### config.mk
export PLATFORM = sky130hd
export DESIGN_NAME = srlzr_tx_sched_flat
export DESIGN_NICKNAME = d
export VERILOG_FILES = /design/src/rtl/srlzr_tx_sched_if.sv /design/src/rtl/srlzr_tx_sched.sv /design/src/flat_wrapper.sv
export SDC_FILE = /design/constraint.sdc
export NUM_CORES = 1
export LEC_CHECK = 0
export ABC_AREA = 1
export BUFFER_PORTS_ARGS = -buffer_cell sky130_fd_sc_hd__buf_4
export CORE_UTILIZATION = 25
export CTS_CLUSTER_SIZE = 24
export DETAILED_ROUTE_END_ITERATION = 10
export PLACE_DENSITY = 0.57
export SLEW_MARGIN = 20
export SYNTH_ARGS = -nofsm -noshare
export SYNTH_HDL_FRONTEND = slang
export SYNTH_SLANG_ARGS = --single-unit
### constraint.sdc
create_clock -name clk -period 1.33 [get_ports clk]
set_input_delay 0.1995 -clock clk [delete_from_list [all_inputs] [get_ports clk]]
set_output_delay 0.1995 -clock clk [all_outputs]
set_load 0.03 [all_outputs]
### src/rtl/srlzr_tx_sched_if.sv
// Requester / serializer / line bundle for the transmit scheduler.
// The slave modport is the scheduler; the master modport is its environment.
interface srlzr_tx_sched_if #(
    parameter int NUM_REQ    = 2,
    parameter int DATA_WIDTH = 8
);
    localparam int GW = (NUM_REQ > 1) ? $clog2(NUM_REQ) : 1;

    logic [NUM_REQ-1:0]            req_valid;
    logic [NUM_REQ*DATA_WIDTH-1:0] req_data;
    logic [NUM_REQ-1:0]            req_ready;
    logic                          ser_load;
    logic [DATA_WIDTH-1:0]         ser_data;
    logic                          ser_shift;
    logic                          ser_bit;
    logic                          tx_line;
    logic                          tx_active;
    logic [GW-1:0]                 grant_id;

    modport master (
        output req_valid, req_data, ser_bit,
        input  req_ready, ser_load, ser_data, ser_shift, tx_line, tx_active, grant_id
    );

    modport slave (
        input  req_valid, req_data, ser_bit,
        output req_ready, ser_load, ser_data, ser_shift, tx_line, tx_active, grant_id
    );
endinterface

### src/rtl/srlzr_tx_sched.sv
// Round-robin transmit scheduler: grants one requester per frame, paces the PISO
// serializer with a baud counter and frames its bits with start/stop on tx_line.
// Optional even parity bit after the data: define SRLZR_TX_SCHED_PARITY_EN.
module srlzr_tx_sched #(
    parameter int NUM_REQ      = 2,
    parameter int DATA_WIDTH   = 8,
    parameter int CLKS_PER_BIT = 16
) (
    input  logic              clk,
    input  logic              rst,
    srlzr_tx_sched_if.slave   bus
);
    localparam int GW = (NUM_REQ > 1) ? $clog2(NUM_REQ) : 1;
    localparam int BW = $clog2(CLKS_PER_BIT);
    localparam int CW = (DATA_WIDTH > 1) ? $clog2(DATA_WIDTH) : 1;
    localparam logic [BW-1:0] BAUD_LAST = BW'(CLKS_PER_BIT - 1);
    localparam logic [CW-1:0] BIT_LAST  = CW'(DATA_WIDTH - 1);

    typedef enum logic [2:0] {
        ST_IDLE,
        ST_START,
        ST_DATA,
`ifdef SRLZR_TX_SCHED_PARITY_EN
        ST_PARITY,
`endif
        ST_STOP
    } state_t;

    state_t          state_q;
    logic [BW-1:0]   baud_q;
    logic [CW-1:0]   bit_q;
    logic [GW-1:0]   grant_q;
    logic [GW-1:0]   ptr_q;
    logic [GW-1:0]   ptr_d;
`ifdef SRLZR_TX_SCHED_PARITY_EN
    logic            parity_q;
`endif

    logic [2*NUM_REQ-1:0]  valid_dbl;
    logic [NUM_REQ-1:0]    valid_rot;
    logic                  any_valid;
    logic [GW-1:0]         pick;
    logic [DATA_WIDTH-1:0] word;
    logic                  grant_now;
    logic                  baud_wrap;
    int                    idx;

    // Rotate so the highest-priority requester sits at bit 0, then take the first hit.
    assign valid_dbl = {bus.req_valid, bus.req_valid} >> ptr_q;
    assign valid_rot = valid_dbl[NUM_REQ-1:0];

    // NOTE: every variable gets a default before the loop so no latch is inferred.
    always_comb begin
        any_valid = 1'b0;
        pick      = '0;
        idx       = 0;
        for (int i = NUM_REQ - 1; i >= 0; i--) begin
            if (valid_rot[i]) begin
                idx = int'(ptr_q) + i;
                if (idx >= NUM_REQ) idx = idx - NUM_REQ;
                pick      = GW'(idx);
                any_valid = 1'b1;
            end
        end
    end

    always_comb begin
        word = '0;
        for (int k = 0; k < NUM_REQ; k++) begin
            if (pick == GW'(k)) word = bus.req_data[k*DATA_WIDTH +: DATA_WIDTH];
        end
    end

    assign ptr_d = (pick == GW'(NUM_REQ - 1)) ? '0 : pick + 1'b1;

    // Reset is async, so the grant is gated by it directly rather than by state alone.
    assign grant_now = (state_q == ST_IDLE) && any_valid && !rst;
    assign baud_wrap = (baud_q == BAUD_LAST);

    assign bus.req_ready = grant_now ? (NUM_REQ'(1) << pick) : '0;
    assign bus.ser_load  = grant_now;
    assign bus.ser_data  = grant_now ? word : '0;
    assign bus.ser_shift = (state_q == ST_DATA) && baud_wrap;
    assign bus.tx_active = (state_q != ST_IDLE);
    assign bus.grant_id  = grant_q;

    always_comb begin
        bus.tx_line = 1'b1;
        case (state_q)
            ST_START:  bus.tx_line = 1'b0;
            ST_DATA:   bus.tx_line = bus.ser_bit;
`ifdef SRLZR_TX_SCHED_PARITY_EN
            ST_PARITY: bus.tx_line = parity_q;
`endif
            default:   bus.tx_line = 1'b1;
        endcase
    end

    // NOTE: sequential state uses non-blocking assignments so all registers update together.
    always_ff @(posedge clk or posedge rst) begin
        if (rst) begin
            state_q  <= ST_IDLE;
            baud_q   <= '0;
            bit_q    <= '0;
            grant_q  <= '0;
            ptr_q    <= '0;
`ifdef SRLZR_TX_SCHED_PARITY_EN
            parity_q <= 1'b0;
`endif
        end else if (state_q == ST_IDLE) begin
            baud_q <= '0;
            bit_q  <= '0;
            if (grant_now) begin
                grant_q  <= pick;
                ptr_q    <= ptr_d;
`ifdef SRLZR_TX_SCHED_PARITY_EN
                parity_q <= ^word;
`endif
                state_q  <= ST_START;
            end
        end else begin
            baud_q <= baud_wrap ? '0 : baud_q + 1'b1;
            if (baud_wrap) begin
                case (state_q)
                    ST_START: state_q <= ST_DATA;
                    ST_DATA: begin
                        if (bit_q == BIT_LAST) begin
                            bit_q <= '0;
`ifdef SRLZR_TX_SCHED_PARITY_EN
                            state_q <= ST_PARITY;
`else
                            state_q <= ST_STOP;
`endif
                        end else begin
                            bit_q <= bit_q + 1'b1;
                        end
                    end
`ifdef SRLZR_TX_SCHED_PARITY_EN
                    ST_PARITY: state_q <= ST_STOP;
`endif
                    default:  state_q <= ST_IDLE;
                endcase
            end
        end
    end
endmodule

### src/flat_wrapper.sv
// flat-port wrapper written by rule: the top's interface ports become plain ports
module srlzr_tx_sched_flat 
#(
    parameter int NUM_REQ      = 2,
    parameter int DATA_WIDTH   = 8,
    parameter int CLKS_PER_BIT = 16
)
  (clk, rst, bus_req_valid, bus_req_data, bus_ser_bit, bus_req_ready, bus_ser_load, bus_ser_data, bus_ser_shift, bus_tx_line, bus_tx_active, bus_grant_id);
  srlzr_tx_sched_if #(.NUM_REQ(NUM_REQ), .DATA_WIDTH(DATA_WIDTH)) bus_i ();
  input  logic clk;
  input  logic rst;
  input wire logic [$bits(bus_i.req_valid)-1:0] bus_req_valid;
  input wire logic [$bits(bus_i.req_data)-1:0] bus_req_data;
  input wire logic [$bits(bus_i.ser_bit)-1:0] bus_ser_bit;
  output wire logic [$bits(bus_i.req_ready)-1:0] bus_req_ready;
  output wire logic [$bits(bus_i.ser_load)-1:0] bus_ser_load;
  output wire logic [$bits(bus_i.ser_data)-1:0] bus_ser_data;
  output wire logic [$bits(bus_i.ser_shift)-1:0] bus_ser_shift;
  output wire logic [$bits(bus_i.tx_line)-1:0] bus_tx_line;
  output wire logic [$bits(bus_i.tx_active)-1:0] bus_tx_active;
  output wire logic [$bits(bus_i.grant_id)-1:0] bus_grant_id;
  assign bus_i.req_valid = bus_req_valid;
  assign bus_i.req_data = bus_req_data;
  assign bus_i.ser_bit = bus_ser_bit;
  assign bus_req_ready = bus_i.req_ready;
  assign bus_ser_load = bus_i.ser_load;
  assign bus_ser_data = bus_i.ser_data;
  assign bus_ser_shift = bus_i.ser_shift;
  assign bus_tx_line = bus_i.tx_line;
  assign bus_tx_active = bus_i.tx_active;
  assign bus_grant_id = bus_i.grant_id;
  srlzr_tx_sched #(.NUM_REQ(NUM_REQ), .DATA_WIDTH(DATA_WIDTH), .CLKS_PER_BIT(CLKS_PER_BIT)) u_core (.clk(clk), .rst(rst), .bus(bus_i));
endmodule
Word-level counts from Yosys, hierarchy flattened
Index checks and enable logic that the tools add are counted.
- register bits after elaboration: 12
- input bits: 21
- output and inout port bits: 15
- logic and storage cells: 54
- add/sub/neg operators: 6
- order comparisons: 2
- equality and inequality tests: 6
- shift operators: 2
- mux-type cells: 22
- reduce and logical (&&, ||, !) cells: 11
- operators with widths (operator ; number):
    3-bit two-way mux ; 8
    8-bit two-way mux ; 2
    4-bit two-way mux ; 2
    1-bit two-way mux ; 7
    3-bit one-hot mux with 2 select lines ; 1
    4-bit by 1-bit adder with 4-bit output (second input constant) ; 1
    4-bit equality test (second input constant) ; 1
    2-bit AND reduction ; 2
    2-bit nonzero test ; 2
    4-bit by 1-bit >> shifter with 2-bit output ; 1
    3-bit by 1-bit adder with 3-bit output (second input constant) ; 1
    3-bit by 1-bit equality test with 1-bit output (second input constant) ; 1
    3-bit by 2-bit equality test with 1-bit output (second input constant) ; 1
    3-bit equality test (second input constant) ; 1
    1-bit logical AND ; 3
    3-bit zero test ; 1
    3-bit by 2-bit != test with 1-bit output (second input constant) ; 1
    3-bit AND reduction ; 1
    3-bit nonzero test ; 1
    1-bit by 1-bit adder with 2-bit output (second input constant) ; 1
    1-bit by 2-bit greater-or-equal comparator with 1-bit output (second input constant) ; 1
    2-bit greater-or-equal comparator (second input constant) ; 1
    2-bit two-way mux ; 1
    2-bit by 1-bit != test with 1-bit output (second input constant) ; 1
    other kinds (5) ; 6

Logic depth before layout (Yosys ltp)
Gate-level depths: netlist (run 1).
- depth after elaboration: 7
- depth in mapped cells: 9
- depth with buffers taken out: 9

Least setup slack after synthesis (run 1)
OpenSTA, ideal clock, no wires.
- kind: register to output
- start point: register u_core.state_q[0]
- end point: output port bus_ser_data[0]
- arrival time: 1429 ps
- data required time: 1131 ps
- setup slack: -298 ps
- cell stages (with the launch flop): 9
- path buffers: 0
- cells stage by stage: dfrtp_1 -> inv_1 -> ha_1 -> inv_2 -> nor2_8 -> nand2_8 -> nor2_8 -> nand2_1 -> nand2_1
- cells in the longest elaborated chain, start to end: 4
- RTL lines (what ; RTL line ; source):
    start: declaration ; srlzr_tx_sched.sv:29 ; state_t state_q;
    start signal: assignment ; srlzr_tx_sched.sv:102 ; state_q <= ST_IDLE;
    start signal: assignment ; srlzr_tx_sched.sv:119 ; state_q <= ST_START;
    start signal: assignment ; srlzr_tx_sched.sv:125 ; ST_START: state_q <= ST_DATA;
    3-bit zero test ; srlzr_tx_sched.sv:77 ; assign grant_now = (state_q == ST_IDLE) && any_valid && !rst;
    1-bit logical AND (2 in a row) ; srlzr_tx_sched.sv:77 ;
    8-bit two-way mux ; srlzr_tx_sched.sv:82 ; assign bus.ser_data = grant_now ? word : '0;
    end: declaration ; flat_wrapper.sv:17 ; output wire logic [$bits(bus_i.ser_data)-1:0] bus_ser_data;
No other way between the ends.

Final worst setup path (run 1)
- start point: register u_core.state_q[0]
- end point: output port bus_ser_data[3]
The elaborated chain is that of the path after synthesis.

==> results.cfg, run 1 <==
[sta]
slew_headroom = 0.697
period_needed_ps = 1830
slew_violations = 0
hold_viol = 0
finalWorstSetupSlack_ps = -497
holdWs_ps = 332
fin_crit_sh = 1.37
fmaxAchievable_ghz = 0.547
grt_setup_unrepaired = true
setup_viol = 16
worst_pin_slew_ps = 454
finClkSkew_ps = 1.81

[logic_synthesis]
ys_seq_area_frac = 0.355
syn_inst = 100
synth.area.mux_share = 0
ys_seq_elements = 11
yosysUniqueCellTypes = 17
syn_avg_cell_area_um2 = 7.74
synth_xor_xnor_area_share = 0.0113
yosysWarnings = 0
synth_nets = 128
yosys.area_share.simple = 0.420
synth_compound_area_frac = 0.0372
syn_area_um2 = 774
synthAdderAreaFrac = 0.113
synth_top_family_by_area = simple AND/OR/NAND/NOR gates

[route]
drt_wl_total_um = 2290
via_count = 819
final_antenna_net_count = 0
drt-initial-drc-count = 10
drc = 0
viasPerCell = 4.43
firstDrtPassIters = 4
wire_per_inst_um = 12.4

[cts]
clk_latency_ps = 270
cts_tree = yes
cts_max_level = 1
cts.sinks = 11
ctsRootBufferMaster = clkbuf_4
clk_pin_slew_ps = 80
clockBufferDepth = 2
cts_inserted_buffers = 3

[layout]
final_layout_size_suffix_gt1_frac = 0.636
fin_nets = 183
utilization = 0.517
diodes = 0
syn2layout_area_growth_pct = 90.3

[pwr]
switching_share = 0.470
p_int_mw = 1.30
p_comb_frac = 0.692
clkPwrFrac = 0.099
power_mw = 2.45
p_leak_nw = 0.814
sequentialPowerShare = 0.209
power_switching_mw = 1.15
vdd_drop_max_mv = 0.797
p_per_area_nw_per_um2 = 1660

[global_route]
grt_max_degree = 12
grt_pass1_vias = 852
track_usage = 0.143
grt_overflow_total = 0
grt_antenna_before_repair = 0
grt_pass1_wl_um = 3700

[floorplan]
initial_core_util = 0.271
core_um2 = 2850
ios = 36
die-area_um2 = 3320
fp.dieW_um = 57.7
rows = 19
die_h_um = 57.7

[worst_setup_path]
crit_chain = inv_2 > ha_4 > inv_4 > nor2_8 > nand2_8 > nor2_4 > nand2_2 > nand2_4 > buf_6
worstPathArrival_ps = 1630
crit_family = simple AND/OR/NAND/NOR gates
cp-end-kind = output port
worst_ep_required_time_ps = 1130
path_class = reg2out
cpPeakStageDelay_ps = 390
crit_path_max_fanout = 5
critPathSlowestCell = dfrtp_1
worstSetupStartpointType = flip-flop
cp_num_buf_inv = 3

[place]
place_hpwl_um = 1560
port_buffers = 35
routabilityCongestion = 0.841

[worst_hold_path]
min-delay-path-class = in2reg

[run_status]
status = finished with violations
violations = negative setup slack

[flow_run]
cap_viol_max_count = 0
power by group through the flow:
stage | logic, mW | registers [mW] | clock network, mW
after floorplan | 0.829 | 0.541 | 0
after global placement | 1.33 | 0.514 | 0
after detailed placement | 1.34 | 0.520 | 0
after CTS | 1.57 | 0.515 | 0.248
after global routing | 1.84 | 0.523 | 0.256
final | 1.69 | 0.513 | 0.242
final timing paths:
kind / slack [ps] / start / cells after the start / end
worst max-delay path: -500 / u_core.state_q[0] / 9 / bus_ser_data[3]
worst min-delay path: 330 / bus_req_valid[1] / 3 / u_core.bus.grant_id
worst max register to register: -60 / u_core.state_q[0] / 10 / u_core.state_q[0]
worst min register to register: 520 / u_core.bit_q[2] / 2 / u_core.bit_q[2]
max in group asynchronous: 500 / rst / 3 / u_core.baud_q[3]
min in group asynchronous: 520 / rst / 3 / u_core.state_q[0]
cells by family after synthesis:
group,Yosys count
AO/OA/AOI/OAI,5
XOR/XNOR,1
adder cells (fa/ha/maj),7
buffers and inverters,12
flip-flops,11
AND/OR/NAND/NOR,64
worst register-to-register path, cell delays in order (launching register included):
cell     delay, ps
dfrtp_1        390
inv_2           80
ha_4           150
inv_4           50
nor2_8         100
nand2_8        100
buf_4          180
nand2_2         80
nand2_1         70
nand2_1         60
nand2_1         50
repair_timing:
action / in CTS / in global routing
buffers inserted: 4 / 3
endpoints found under the hold margin: 11 / 0
gates resized for setup: 30 / 11
gates cloned: 2 / 0
hold buffers: 1 / 0
pin swaps: 10 / 17
setup endpoints to repair: 17 / 20
synth_stat cells:
library cell | number | area share
nand2_1 | 41 | 0.20
dfrtp_1 | 11 | 0.36
nand3_1 | 10 | 0.065
ha_1 | 7 | 0.11
inv_1 | 6 | 0.029
nor2_1 | 6 | 0.029
inv_2 | 5 | 0.024
nor2_8 | 3 | 0.078
o21ai_0 | 2 | 0.013
o21ai_1 | 2 | 0.013
buf_4 | 1 | 0.0097
nand2_2 | 1 | 0.0081
nand2_8 | 1 | 0.026
nor2_2 | 1 | 0.0081
o21ai_2 | 1 | 0.011
or2_1 | 1 | 0.0081
xor2_1 | 1 | 0.011
sequential cells by signal (all words and copies together) (netlist names):
signal,flops
u_core.baud_q,4
u_core.bit_q,3
u_core.bus.grant_id,1
u_core.ptr_q,1
u_core.state_q,2
cells in the final DEF, fill, tap and decap left out, types with 3 or more instances in the layout:
cell / count
ha_4: 3
buf_4: 34
nor2_1: 6
buf_6: 14
nand3_1: 9
nor2_8: 3
inv_1: 4
dfrtp_1: 11
nand2_1: 15
inv_2: 6
clkbuf_4: 3
nand2_2: 12
nand2_4: 15
ha_1: 4
area by class of cell:
cell class | instances | area [um2]
multi-input combinational | 79 | 667
tap | 31 | 38.8
fill | 275 | 1380
sequential | 11 | 275
timing repair buffer | 49 | 423
clock buffer | 4 | 26.3
inverter | 11 | 43.8
metal layers:
| layer | wire length (um) | track usage | vias to the layer above |
|---|---|---|---|
| li1 | - | - | 423 |
| met1 | 924 | 0.175 | 379 |
| met2 | 1280 | 0.244 | 11 |
| met3 | 37 | 0.0201 | 6 |
| met4 | 52 | 0.0782 | 0 |
| met5 | 0 | 0 | - |
metrics by stage:
stage | worst slack [ps] | TNS, ps | instances | instance area, um2
after floorplan | -210 | -1680 | 100 | 857
after global routing | -565 | -6690 | 185 | 1470
after global placement | -215 | -2140 | 175 | 1230
after detailed placement | -237 | -2370 | 175 | 1230
final | -497 | -5620 | 185 | 1470
after CTS | -475 | -5400 | 183 | 1400
No activity file was read; power rests on OpenSTA's default activity.
==> run 2, diff against run 1 <==
--- a/config.mk
+++ b/config.mk
@@ -11,6 +11,7 @@
 export CTS_CLUSTER_SIZE = 24
 export DETAILED_ROUTE_END_ITERATION = 10
 export PLACE_DENSITY = 0.57
+export SKIP_LAST_GASP = 1
 export SLEW_MARGIN = 20
 export SYNTH_ARGS = -nofsm -noshare
 export SYNTH_HDL_FRONTEND = slang
==> run 2 against run 1 <==
The run still ends with negative setup slack left. Worst hold slack did not move. Sequential share of layout area unchanged. Critical path type unchanged. Total power about the same. Largest cell class unchanged. Largest power group unchanged. Flip-flop and latch count did not move. Critical path depth did not move. Utilization is the same. Setup slack stayed put.
==> results.cfg, run 2 (synthesis results as in run 1) <==
[floorplan]
ios = 36
rows = 19
die-area_um2 = 3320
fp.dieW_um = 57.7
core_um2 = 2850
initial_core_util = 0.271
die_h_um = 57.7

[flow_run]
cap_viol_max_count = 0

[cts]
clockBufferDepth = 2
cts_inserted_buffers = 3
ctsRootBufferMaster = clkbuf_4
clk_pin_slew_ps = 80
clk_latency_ps = 270
cts.sinks = 11
cts_tree = yes
cts_max_level = 1

[worst_setup_path]
rrSetupSlack_ps = -60
crit_chain = inv_2 > ha_4 > inv_4 > nor2_8 > nand2_8 > nor2_4 > nand2_2 > nand2_4 > buf_6
startpoint = u_core.state_q[0]
rr_endpoint = u_core.state_q[0]
crit_path_max_fanout = 5
critPathSlowestCell = dfrtp_1
worst_ep_required_time_ps = 1130
worstSetupStartpointType = flip-flop
cpPeakStageDelay_ps = 390
worstPathArrival_ps = 1630
worst-r2r-cell-count = 10
cp-endpoint = bus_ser_data[3]
timing.rr.start = u_core.state_q[0]
path_class = reg2out
cp-end-kind = output port

[sta]
worst_pin_slew_ps = 454
finClkSkew_ps = 1.81
tns_ps = -5620
fin_crit_sh = 1.37
finalWorstSetupSlack_ps = -497
slew_violations = 0
hold_viol = 0
slew_headroom = 0.697
setup_viol = 16
period_needed_ps = 1830
grt_setup_unrepaired = true
holdWs_ps = 332
fmaxAchievable_ghz = 0.547

[layout]
final_common_cell = buf_4
fin_nets = 183
regMostFlops = u_core.baud_q
syn2layout_area_growth_pct = 90.3
final_cell_mix = buf_4 (34), nand2_1 (15), nand2_4 (15)
utilization = 0.517
final_layout_size_suffix_gt1_frac = 0.636
reg.largest.list = u_core.baud_q (4), u_core.bit_q (3), u_core.state_q (2)
diodes = 0
largest_reg_flops = 4
stdcell_area_um2 = 1470

[run_status]
violations = negative setup slack
status = finished with violations

[global_route]
grt_overflow_total = 0
grt_pass1_wl_um = 3700
grt_max_degree = 12
grt_pass1_vias = 852
track_usage = 0.143
grt_antenna_before_repair = 0

[route]
drt_wl_total_um = 2300
viasPerCell = 4.43
via_count = 819
firstDrtPassIters = 4
final_antenna_net_count = 0
wire_per_inst_um = 12.4
drt-initial-drc-count = 10
drc = 0

[worst_hold_path]
min-delay-path-class = in2reg

[place]
place_hpwl_um = 1560
placed_area_um2 = 1230
port_buffers = 35
routabilityCongestion = 0.841

[pwr]
power_mw = 2.45
p_leak_nw = 0.814
p_per_area_nw_per_um2 = 1660
vdd_drop_max_mv = 0.797
-- run 2: cell counts in the layout (fill, tap and decap cells not counted) --
Identical to the previous run, type by type.
-- run 2: final cells by class --
cell class	count	area, um2
Sequential cell	11	275
Fill cell	275	1380
Multi-Input combinational cell	79	667
Clock buffer	4	26.3
Timing Repair Buffer	49	423
Inverter	11	43.8
Tap cell	31	38.8
-- run 2: worst min path at each step --
stage	from	endpoint	slack, ps	depth (start not counted)
6_report	bus_req_valid[1]	u_core.bus.grant_id	330	3
5_1_grt	bus_req_valid[1]	u_core.bus.grant_id	340	3
4_1_cts	bus_req_valid[1]	u_core.bus.grant_id	340	3
3_5_place_dp	rst	u_core.ptr_q	280	2
3_3_place_gp	rst	u_core.state_q[0]	270	2
2_1_floorplan	rst	u_core.baud_q[0]	50	1
-- run 2: per-stage QoR --
| step | instances | setup WS, ps |
|---|---|---|
| detailed placement | 175 | -237 |
| global route | 185 | -565 |
| floorplan | 100 | -210 |
| finish | 185 | -497 |
| CTS | 183 | -475 |
| global placement | 175 | -215 |
-- run 2: power by group --
group | switching (mW) | internal (mW) | leakage [nW]
Sequential | 0.0705 | 0.442 | 0.144
Combinational | 0.954 | 0.739 | 0.655
Clock | 0.126 | 0.116 | 0.0150
-- run 2: per-layer routing --
| layer | up-vias | wire length [um] | GRT usage |
|---|---|---|---|
| li1 | 423 | - | - |
| met1 | 379 | 925 | 0.175 |
| met2 | 11 | 1280 | 0.244 |
| met3 | 6 | 37 | 0.0201 |
| met4 | 0 | 52 | 0.0782 |
| met5 | - | 0 | 0 |
-- run 2: what timing repair did --
| action | 4_1_cts | 5_1_grt |
|---|---|---|
| cloned | 2 | 0 |
| endpoints found under the hold margin | 11 | 0 |
| pin swaps | 10 | 16 |
| gates resized for setup | 30 | 11 |
| setup endpoints to repair | 17 | 20 |
| hold buffers | 1 | 0 |
| setup buffers | 4 | 3 |
-- run 2: worst max-delay path, delay by kind of cell, from the launching register on --
kind                       cells  cell delay, ps
DFF                            1             390
buffers and inverters          3             250
adders and majority gates      1             150
and+or+nand+nor                5             570
==> run 3, diff against run 2 <==
--- a/config.mk
+++ b/config.mk
@@ -10,7 +10,7 @@
 export CORE_UTILIZATION = 25
 export CTS_CLUSTER_SIZE = 24
 export DETAILED_ROUTE_END_ITERATION = 10
-export PLACE_DENSITY = 0.57
+export PLACE_DENSITY = 0.55
 export SKIP_LAST_GASP = 1
 export SLEW_MARGIN = 20
 export SYNTH_ARGS = -nofsm -noshare
==> constraint.sdc (replaced) <==
create_clock -name clk -period 2 [get_ports clk]
set_input_delay 0.3 -clock clk [delete_from_list [all_inputs] [get_ports clk]]
set_output_delay 0.3 -clock clk [all_outputs]
set_load 0.03 [all_outputs]
==> run 3 against run 2 <==
The run now ends clean. Combinational power shrank 42%. Sequential power fell by 31%. Worst hold slack got worse by 280 ps. Flip-flop and latch count stayed put. Global-route usage fell by 2.6 points. Clock power down 37%. Utilization decreased by 7.7 points. Setup slack improved by 540 ps. First-iteration DRC count rose by 60%. Register-to-register slack improved by 580 ps. Critical endpoint unchanged. Largest cell class unchanged. Highest routed layer unchanged.
==> results.cfg, run 3 (synthesis results as in run 1) <==
[run_status]
status = finished, final reports clean

[route]
via_count = 809
drc = 0
final_antenna_net_count = 0
wire_per_inst_um = 9.96
drt_wl_total_um = 1810
viasPerCell = 4.45
firstDrtPassIters = 4
drt-initial-drc-count = 16

[pwr]
p_leak_nw = 0.726
p_per_area_nw_per_um2 = 1190
switching_share = 0.455
p_comb_frac = 0.659
clkPwrFrac = 0.103
vdd_drop_max_mv = 0.464
p_int_mw = 0.813
sequentialPowerShare = 0.238
power_switching_mw = 0.678

[place]
port_buffers = 35
place_hpwl_um = 1300
dp.cells = 165
pre_cts_slack_ps = 204
routabilityCongestion = 0.761

[global_route]
track_usage = 0.117
grt_max_degree = 12
grt_pass1_wl_um = 2930
grt_overflow_total = 0
grt_antenna_before_repair = 0
grt_pass1_vias = 711

[cts]
cts_max_level = 1
cts_tree = yes
cts_inserted_buffers = 3
cts.sinks = 11
clockBufferDepth = 2
ctsRootBufferMaster = clkbuf_4
clk_latency_ps = 270
clk_pin_slew_ps = 80

[layout]
syn2layout_area_growth_pct = 62.0
final_common_cell = buf_4
utilization = 0.440
final_cell_mix = buf_4 (39), nand2_1 (38), dfrtp_1 (11)
instances_no_fill = 182
largest_reg_flops = 4
fin_nets = 180
regMostFlops = u_core.baud_q
diodes = 0
reg.largest.list = u_core.baud_q (4), u_core.bit_q (3), u_core.state_q (2)
final_layout_size_suffix_gt1_frac = 0.464

[worst_setup_path]
path_class = reg2out
rr_endpoint = u_core.state_q[0]
critPathSlowestCell = dfrtp_1
timing.rr.start = u_core.state_q[1]
worstPathArrival_ps = 1660
crit_path_max_fanout = 6
startpoint = u_core.state_q[1]
crit_chain = inv_2 > ha_4 > inv_8 > nor2_8 > nand2_8 > nor2_8 > nand2_1 > nand2_1 > buf_6
worstSetupStartpointType = flip-flop
rrSetupSlack_ps = 520
cpPeakStageDelay_ps = 420
worst_ep_required_time_ps = 1700
worst-r2r-cell-count = 10
cp-end-kind = output port

[sta]
slew_headroom = 0.716
period_needed_ps = 1960
worst_pin_slew_ps = 426
grt_setup_unrepaired = true
setup_viol = 0
finalWorstSetupSlack_ps = 43.0
tns_ps = 0
slew_violations = 0
hold_viol = 0
fmaxAchievable_ghz = 0.511
finClkSkew_ps = 6.33
fin_crit_sh = 0.978

[floorplan]
core_um2 = 2850
fp.dieW_um = 57.7
rows = 19
initial_core_util = 0.271
ios = 36
die-area_um2 = 3320
die_h_um = 57.7

[worst_hold_path]
min-delay-path-class = in2async

[flow_run]
cap_viol_max_count = 0
## run 3: changes by cell type in the layout (fill, tap and decap cells not counted), moves of 2 or more
cell	delta
ha_1	+2
nand2_1	+23
buf_6	-7
buf_4	+5
nand2_4	-15
ha_4	-2
nand2_2	-8
## run 3: timing repair
item,CTS,global route
endpoints found under the setup margin,10,8
resized for setup,5,12
hold buffers,0,0
buffers inserted,0,11
cloned,0,2
pin swaps,3,11
## run 3: through the flow
stage	power (mW)	hold slack (ps)	cell area, um2
2_1_floorplan	0.872	152	774
3_3_place_gp	1.07	369	1070
3_5_place_dp	1.08	367	1070
4_1_cts	1.28	59.8	1110
5_1_grt	1.64	56.8	1250
6_report	1.49	56.2	1250
## run 3: routing by layer
layer	track usage	vias to the layer above	routed length, um
met5	0	-	0
met4	0.0374	0	10
met3	0.0424	2	157
met2	0.198	38	894
met1	0.139	350	752
li1	-	419	-
## run 3: worst max-delay path by stage
stage                            endpoint  slack [ps]  cells after the start
after floorplan           bus_ser_data[0]         270                      8
after global placement    bus_ser_data[0]         240                      9
after detailed placement  bus_ser_data[0]         200                      9
after CTS                 bus_ser_data[0]          10                      9
after global routing      bus_ser_data[3]         -90                      9
final                     bus_ser_data[3]          40                      9
## run 3: area by class of cell
cell class	instances	area, um2
flip-flops and latches	11	275
repair buffers	46	372
clock buffers	3	22.5
multi-input cells	79	493
clock inverters	1	5.00
fillers	287	1600
inverters	11	48.8
well taps	31	38.8
## run 3: power by group through the flow
stage,logic [mW],clock network [mW],registers [mW]
2_1_floorplan,0.514,0,0.358
3_3_place_gp,0.719,0,0.353
3_5_place_dp,0.722,0,0.353
4_1_cts,0.756,0.165,0.356
5_1_grt,1.09,0.184,0.361
6_report,0.983,0.153,0.355
## run 3: worst max-delay path, delay by kind of cell (launching register included)
kind | cells | cell delay, ps
adders and majority gates | 1 | 170
DFF | 1 | 420
and+or+nand+nor | 5 | 500
buffers and inverters | 3 | 280
